--- src/rtl/regfile_write_arbiter_if.sv ---
// ---------------------------------------------------------------------------
// regfile_write_arbiter_if
//
// Purpose:
//    Bundles the writeback requester handshake and the register-file write
//    port into one interface. The arbiter connects through the slave modport.
//    The requesters and register-file side, or a testbench, connect through
//    the master modport.
//
// Signals:
//    Req_Valid       NREQ          request i holds a write
//    Req_Addr        NREQ*ADDR_W   request i destination, slice [i*ADDR_W +: ADDR_W]
//    Req_Data        NREQ*DATA_W   request i data, slice [i*DATA_W +: DATA_W]
//    Req_Ready       NREQ          one-hot grant back to the requesters
//    Flush           1             discard any staged write
//    RegWrite        1             register-file write enable
//    Write_Register  ADDR_W        register-file write index
//    Write_Data      DATA_W        register-file write data
//    Pending_Mask    2**ADDR_W     register whose write is staged but not yet committed
// ---------------------------------------------------------------------------
interface regfile_write_arbiter_if #(
   parameter int NREQ   = 2,
   parameter int DATA_W = 32,
   parameter int ADDR_W = 5
);
   logic [NREQ-1:0]        Req_Valid;
   logic [NREQ*ADDR_W-1:0] Req_Addr;
   logic [NREQ*DATA_W-1:0] Req_Data;
   logic [NREQ-1:0]        Req_Ready;
   logic                   Flush;
   logic                   RegWrite;
   logic [ADDR_W-1:0]      Write_Register;
   logic [DATA_W-1:0]      Write_Data;
   logic [2**ADDR_W-1:0]   Pending_Mask;

   modport master (
      output Req_Valid, Req_Addr, Req_Data, Flush,
      input  Req_Ready, RegWrite, Write_Register, Write_Data, Pending_Mask
   );

   modport slave (
      input  Req_Valid, Req_Addr, Req_Data, Flush,
      output Req_Ready, RegWrite, Write_Register, Write_Data, Pending_Mask
   );
endinterface

--- src/rtl/regfile_write_arbiter.sv ---
// ---------------------------------------------------------------------------
// regfile_write_arbiter
//
// Purpose:
//    Shares the single register-file write port among NREQ writeback
//    requesters. Arbitration is round-robin and uses valid/ready handshakes.
//    The winning request is staged for one cycle and is then driven onto the
//    write port. Writes to register 0 complete their handshake but never
//    raise RegWrite. Pending_Mask shows which register is staged, so that
//    decode can stall reads of that register.
//
// Ports:
//    Clock     in   rising-edge clock
//    Reset_n   in   asynchronous, active-low reset
//    bus       slave modport of regfile_write_arbiter_if (requests, grants,
//              Flush, register-file write port, Pending_Mask)
// ---------------------------------------------------------------------------
module regfile_write_arbiter #(
   parameter int NREQ   = 2,
   parameter int DATA_W = 32,
   parameter int ADDR_W = 5
) (
   input logic                    Clock,
   input logic                    Reset_n,
   regfile_write_arbiter_if.slave bus
);

   localparam int PTR_W = $clog2(NREQ);
   localparam logic [PTR_W-1:0] LAST_REQ = PTR_W'(NREQ - 1);

   typedef enum logic {IDLE, ISSUE} state_t;

   state_t             state;
   state_t             next_state;
   logic [PTR_W-1:0]   rr_ptr;
   logic [PTR_W-1:0]   winner;
   logic               found;
   logic               handshake;
   logic [ADDR_W-1:0]  win_addr;
   logic [DATA_W-1:0]  win_data;
   logic [ADDR_W-1:0]  staged_addr;
   logic [DATA_W-1:0]  staged_data;

   // The round-robin search is split into two passes. The first pass covers
   // requesters at or above rr_ptr. The second pass wraps around to the ones
   // below it. This avoids a modulo on a variable index and works for any
   // NREQ from 2 to 4.
   always_comb begin
      found    = 1'b0;
      winner   = '0;
      win_addr = '0;
      win_data = '0;
      for (int i = 0; i < NREQ; i++) begin
         if (!found && (i >= int'(rr_ptr)) && bus.Req_Valid[i]) begin
            found    = 1'b1;
            winner   = PTR_W'(i);
            win_addr = bus.Req_Addr[i*ADDR_W +: ADDR_W];
            win_data = bus.Req_Data[i*DATA_W +: DATA_W];
         end
      end
      for (int i = 0; i < NREQ; i++) begin
         if (!found && (i < int'(rr_ptr)) && bus.Req_Valid[i]) begin
            found    = 1'b1;
            winner   = PTR_W'(i);
            win_addr = bus.Req_Addr[i*ADDR_W +: ADDR_W];
            win_data = bus.Req_Data[i*DATA_W +: DATA_W];
         end
      end
   end

   // A grant is suppressed during Flush and while reset is held. Because of
   // that, a raised Ready bit always means a handshake completes at the next
   // edge.
   always_comb begin
      handshake     = found && !bus.Flush && Reset_n;
      bus.Req_Ready = '0;
      if (handshake) begin
         bus.Req_Ready[winner] = 1'b1;
      end
   end

   // State register.
   always_ff @(posedge Clock or negedge Reset_n) begin
      if (!Reset_n) begin
         state <= IDLE;
      end else begin
         state <= next_state;
      end
   end

   // Next-state logic. Flush always returns the FSM to IDLE. Otherwise every
   // handshake produces exactly one ISSUE cycle, so back-to-back grants keep
   // the FSM in ISSUE.
   always_comb begin
      next_state = IDLE;
      if (bus.Flush) begin
         next_state = IDLE;
      end else begin
         case (state)
            IDLE:    next_state = handshake ? ISSUE : IDLE;
            ISSUE:   next_state = handshake ? ISSUE : IDLE;
            default: next_state = IDLE;
         endcase
      end
   end

   // Stage the winner and advance the round-robin pointer past it. Both are
   // updated only on a handshake. The staged values also serve as the held
   // write-port values while the FSM is idle.
   always_ff @(posedge Clock or negedge Reset_n) begin
      if (!Reset_n) begin
         staged_addr <= '0;
         staged_data <= '0;
         rr_ptr      <= '0;
      end else if (handshake) begin
         staged_addr <= win_addr;
         staged_data <= win_data;
         rr_ptr      <= (winner == LAST_REQ) ? '0 : winner + 1'b1;
      end
   end

   // Write-port drive. A Flush during ISSUE also masks RegWrite in that same
   // cycle, so the discarded write never reaches the register file. Register
   // 0 is never written and never reported as pending.
   always_comb begin
      bus.RegWrite       = 1'b0;
      bus.Pending_Mask   = '0;
      bus.Write_Register = staged_addr;
      bus.Write_Data     = staged_data;
      if ((state == ISSUE) && (staged_addr != '0)) begin
         bus.Pending_Mask[staged_addr] = 1'b1;
         bus.RegWrite                  = !bus.Flush;
      end
   end

endmodule

--- src/flat_wrapper.sv ---
// flat-port wrapper written by rule: the top's interface ports become plain ports
module regfile_write_arbiter_flat 
#(
   parameter int NREQ   = 2,
   parameter int DATA_W = 32,
   parameter int ADDR_W = 5
)
  (Clock, Reset_n, bus_Req_Valid, bus_Req_Addr, bus_Req_Data, bus_Flush, bus_Req_Ready, bus_RegWrite, bus_Write_Register, bus_Write_Data, bus_Pending_Mask);
  regfile_write_arbiter_if #(.NREQ(NREQ), .DATA_W(DATA_W), .ADDR_W(ADDR_W)) bus_i ();
  input logic Clock;
  input logic Reset_n;
  input wire logic [$bits(bus_i.Req_Valid)-1:0] bus_Req_Valid;
  input wire logic [$bits(bus_i.Req_Addr)-1:0] bus_Req_Addr;
  input wire logic [$bits(bus_i.Req_Data)-1:0] bus_Req_Data;
  input wire logic [$bits(bus_i.Flush)-1:0] bus_Flush;
  output wire logic [$bits(bus_i.Req_Ready)-1:0] bus_Req_Ready;
  output wire logic [$bits(bus_i.RegWrite)-1:0] bus_RegWrite;
  output wire logic [$bits(bus_i.Write_Register)-1:0] bus_Write_Register;
  output wire logic [$bits(bus_i.Write_Data)-1:0] bus_Write_Data;
  output wire logic [$bits(bus_i.Pending_Mask)-1:0] bus_Pending_Mask;
  assign bus_i.Req_Valid = bus_Req_Valid;
  assign bus_i.Req_Addr = bus_Req_Addr;
  assign bus_i.Req_Data = bus_Req_Data;
  assign bus_i.Flush = bus_Flush;
  assign bus_Req_Ready = bus_i.Req_Ready;
  assign bus_RegWrite = bus_i.RegWrite;
  assign bus_Write_Register = bus_i.Write_Register;
  assign bus_Write_Data = bus_i.Write_Data;
  assign bus_Pending_Mask = bus_i.Pending_Mask;
  regfile_write_arbiter #(.NREQ(NREQ), .DATA_W(DATA_W), .ADDR_W(ADDR_W)) u_core (.Clock(Clock), .Reset_n(Reset_n), .bus(bus_i));
endmodule
--- config.mk ---
export PLATFORM = sky130hd
export DESIGN_NAME = regfile_write_arbiter_flat
export DESIGN_NICKNAME = d
export VERILOG_FILES = /design/src/rtl/regfile_write_arbiter_if.sv /design/src/rtl/regfile_write_arbiter.sv /design/src/flat_wrapper.sv
export SDC_FILE = /design/constraint.sdc
export NUM_CORES = 1
export LEC_CHECK = 0
export ABC_AREA = 1
export BUFFER_PORTS_ARGS = -buffer_cell sky130_fd_sc_hd__buf_2
export CORE_MARGIN = 4
export CORE_UTILIZATION = 43
export DETAILED_ROUTE_END_ITERATION = 7
export GPL_TIMING_DRIVEN = 0
export PLACE_DENSITY = 0.89
export RECOVER_POWER = 50
export SLEW_MARGIN = 40
export SYNTH_ARGS = -nofsm -noshare
export SYNTH_HDL_FRONTEND = slang
export SYNTH_SLANG_ARGS = --single-unit
--- constraint.sdc ---
create_clock -name Clock -period 1.5 [get_ports Clock]
set_input_delay 0.15 -clock Clock [delete_from_list [all_inputs] [get_ports Clock]]
set_output_delay 0.15 -clock Clock [all_outputs]
set_load 0.05 [all_outputs]
# --- After elaboration in Yosys (flattened, before gate mapping) ---
# Cells that the tools add are included.
word_totals:
  in_bits: 79
  register_bits: 39
  elab_cells: 45
op_classes:
  mux: 21
  reduce_logical: 13
  magnitude_cmp: 6
  addsub: 1
op_table:
  columns: ["op", "count"]
  rows:
  - ["$mux 32", 4]
  - ["$mux 5", 3]
  - ["$mux 1", 11]
  - ["$logic_and 1x1->1", 9]
  - ["$lt 5x6->1 const B", 1]
  - ["$demux 1 s5", 1]
  - ["$ge 5x1->1 const B", 1]
  - ["$reduce_bool 5->1", 1]
  - ["$logic_not 1->1", 3]
  - ["$lt 1x2->1 const B", 1]
  - ["$mux 2", 1]
  - ["$add 1x1->1 const B", 1]
  - ["$demux 1 s1", 1]
  - ["$ge 1x1->1 const A", 1]
  - ["$ge 1x1->1 const B", 1]
  - ["$lt 1x1->1 const A", 1]

# --- Logic depth before layout (Yosys ltp) ---
depth:
  ltp_word: 15
  depth_mapped: 8
  mapped_depth_nobuf: 6

# --- Worst setup path before layout ---
# Ideal clock, no wire load.
synth_path:
  path_kind: "register to output"
  from: "register u_core.staged_addr[2], in the netlist u_core.bus.Write_Register[2]"
  to: "output port bus_Pending_Mask[12]"
  arrival_ns: 1.873
  slack_ns: -0.523
  path_buffers: 1
  stages_incl_launch_ff: 6
  t_required_ns: 1.350
  cell_sequence: "dfrtp_1 -> buf_2 -> inv_1 -> nand2_1 -> nand3_1 -> nor2_1"
synth_via:
  elab_chain_cells: 5
  elab_cells_between_ends: 8
  cone_classes: "order compare: 2; mux: 3; reduce/logical: 3"
synth_lines:
  columns: ["item", "line_no", "source"]
  rows:
  - ["start, declared", "regfile_write_arbiter.sv:41", "logic [ADDR_W-1:0] staged_addr;"]
  - ["start signal, assigned", "regfile_write_arbiter.sv:116", "staged_addr <= win_addr;"]
  - ["$lt 5x6->1 (implied by the code) / $ge 5x1->1 (equally long branches)", "regfile_write_arbiter.sv:131", "bus.Pending_Mask[staged_addr] = 1'b1;"]
  - ["$logic_and 1x1->1 (implied by the code)", "regfile_write_arbiter.sv:131", null]
  - ["$mux 1 (implied by the code)", "regfile_write_arbiter.sv:131", null]
  - ["$demux 1 s5", null, null]
  - ["$mux 32 (*)", "regfile_write_arbiter.sv:130", "if ((state == ISSUE) && (staged_addr != '0)) begin"]
  - ["end, declared", "flat_wrapper.sv:20", "output wire logic [$bits(bus_i.Pending_Mask)-1:0] bus_Pending_Mask;"]
# Every way passes the cells marked *; elsewhere a longest branch is shown, timed or not.

# --- Worst setup path after layout ---
layout_path:
  from: "register u_core.staged_addr[2], in the netlist u_core.bus.Write_Register[2]"
  to: "output port bus_Pending_Mask[17]"
# Same word-level chain as after synthesis.

==> flow_metrics.tcl <==
set metrics [dict create \
    crit_slowest_cell "dfrtp_2" \
    critPathMaxStageDelay_ns 0.46 \
    overflow 0 \
    final_antenna_net_count 0 \
    antenna_cells 0 \
    skew_ns 0.00476 \
    first_pass_iters 5 \
    antenna_found_initial 0 \
    timing.fmax_mhz 582 \
    fillers 299 \
    viasPerCell 5.37 \
    syn-cell-area_sq_um 2350 \
    root_buffer "clkbuf_8" \
    max_slew_margin_pct 33.9 \
    rrSetupSlack_ns 0.08 \
    final_hold_viol_count 0 \
    ys_ff_latch 39 \
    fin_nets 627 \
    rsz0062_at_grt "yes" \
    cpMostUsedCell "buf_12" \
    worstMarginPinSlew_ns 0.992 \
    synthCells 355 \
    vias 3324 \
    setup_ws_ns -0.218 \
    hold_class "primary input to register" \
    instances_no_fill 619 \
    dp_worst_setup_slack_ns -0.153 \
    syn_avg_cell_area_sq_um 6.63 \
    drc_errors 0 \
    synth_edf_count 0 \
    start_util_pct 45.2 \
    synthArstFlopShare_pct 100 \
    drtIter0Drc 356 \
    timing.critical_path.buf_inv 4 \
    cap_violations 0 \
    die-width_microns 82.0 \
    start_kind "register" \
    seq_area_frac_synth_pct 41.5 \
    synth_top_area_share_pct 41.5 \
    io_buffers 149 \
    crit_path_end_kind "primary output" \
    path_class "register to primary output" \
    post-synth-top-area-cell "dfrtp_1" \
    grt_pass1_vias 3034 \
    synthTopCellsByCount "nand2_1 (83), nand3_1 (82), nor2_1 (74)" \
    clock_latency_ns 0.29 \
    timing.final.crit_period_ns 1.72 \
    drive_gt1_share_pct 47.4 \
    fp.dieH_microns 82.0 \
    fin_setup_tns_ns -4.82 \
    synth_area_leaders "dfrtp_1 (41%), nand3_1 (17%), nand2_1 (13%)" \
    cts-buffers-inserted 5 \
    crit_path_max_fanout 4 \
    max-clock-path-buffers 2 \
    status "complete, but fails checks" \
    min_period_over_period_pct 115 \
    wl_per_cell_microns 18.0 \
    setup_viol 34 \
    tritoncts "done" \
    final_util_pct 84.0 \
    core.rowCount 26 \
    power.leakage_uw 0.00221 \
    dieArea_sq_um 6720 \
    violations "setup timing" \
    place_inst 574 \
    crit_chain "clkinvlp_4 -> buf_12 -> buf_12 -> nand3_4 -> nor2_4 -> buf_8" \
    finalMaxSlewViolations 0 \
    cp_data_required_time_ns 1.35 \
    final_cell_area_sq_um 4370 \
    path_delay_family "buffers and inverters" \
    synth_most_common_cell "nand2_1" \
    arrival_ns 1.57 \
    area_growth_syn_to_layout_pct 85.9 \
    syn_nets 434 \
    synthDistinctLibCells 15 \
    track_usage_pct 28.4 \
    globalplace.congestion 0.752 \
    wirelength_microns 11100 \
    core_sq_um 5200 \
    powerDensity_nw_per_um2 1010 \
    synth-main-ff-cell "dfrtp_1" \
    ios 151 \
    ir_drop_v 0.000605 \
    dp_hpwl_microns 6040 \
    cts.sinks 39 \
    placed_cell_area_sq_um 3490 \
    grt_max_degree 41 \
    ys_warn_count 0 \
    grt_pass1_wl_microns 14500 \
    path_clk_slew_ns 0.08 \
    htreeDepth 2 \
]
## sequential cells by signal (all words and copies together) (netlist names)
register and flops:
u_core.bus.Write_Data 32, u_core.bus.Write_Register 5, u_core.rr_ptr 1, u_core.state 1
## per-stage QoR
stage	total power, uW	hold slack (ns)
6_report	4420	0.0919
5_1_grt	4600	0.0960
4_1_cts	4210	-0.232
3_5_place_dp	3180	0.165
3_3_place_gp	3150	0.319
2_1_floorplan	2700	-0.146
## power breakdown
part	total, uW	internal, uW	leakage [uW]	switching (uW)
sequential	1420	1250	0.000474	174
clock	711	325	0.0000412	385
combinational	2290	708	0.00170	1580
## cell families after synthesis
| logic type | synth area share (%) |
|---|---|
| other | 0.159 |
| buffers and inverters | 14.0 |
| and+or+nand+nor | 44.3 |
| DFF | 41.5 |
## worst min-delay path, stage by stage
cell and delay, ns:
buf_2 0.07, nand3_1 0.06, nand3_1 0.06
## placed cells by master, fill, tap and decap left out, drive strengths merged
master and count:
buf 185, nand2 85, nand3 82, nor2 76
inv 47, dfrtp 39, clkbuf 28, nand4 2
clkinvlp 2, conb 1, clkinv 1, dlygate4sd3 1
## path summary, 6_finish.rpt
check	endpoint	depth (start not counted)	start
setup / recovery	bus_Pending_Mask[17]	6	u_core.bus.Write_Register[2]
hold / removal	u_core.bus.Write_Data[25]	3	bus_Req_Data[57]
setup reg to reg	u_core.bus.Write_Data[11]	6	u_core.rr_ptr
hold reg to reg	u_core.bus.Write_Data[18]	2	u_core.bus.Write_Data[18]
max in group asynchronous	u_core.bus.Write_Register[4]	3	Reset_n
min in group asynchronous	u_core.bus.Write_Data[15]	3	Reset_n
## final cells by class
| type | instances | area [sq um] | area share, % |
|---|---|---|---|
| inverter | 48 | 196 | 4.49 |
| multi-input combinational | 246 | 1470 | 33.5 |
| buffer | 20 | 144 | 3.29 |
| sequential | 39 | 983 | 22.5 |
| timing repair buffer | 188 | 1410 | 32.3 |
| clock buffer | 6 | 72.6 | 1.66 |
| clock inverter | 2 | 12.5 | 0.286 |
| tap | 70 | 87.6 | 2.00 |
## timing repair
| action | in CTS | in global routing |
|---|---|---|
| setup endpoints to repair | 34 | 34 |
| pin swaps | 15 | 23 |
| setup buffers | 25 | 12 |
| hold endpoints to repair | 39 | 39 |
| gates resized for setup | 106 | 44 |
## metal layers
metal | GRT usage (%) | wire length, microns | vias up
li1 | - | - | 1473
met5 | 0 | 0 | -
met1 | 33.4 | 3940 | 1512
met4 | 9.97 | 533 | 0
met2 | 50.0 | 5310 | 277
met3 | 7.13 | 1340 | 62
No activity file was read; power rests on OpenSTA's default activity.
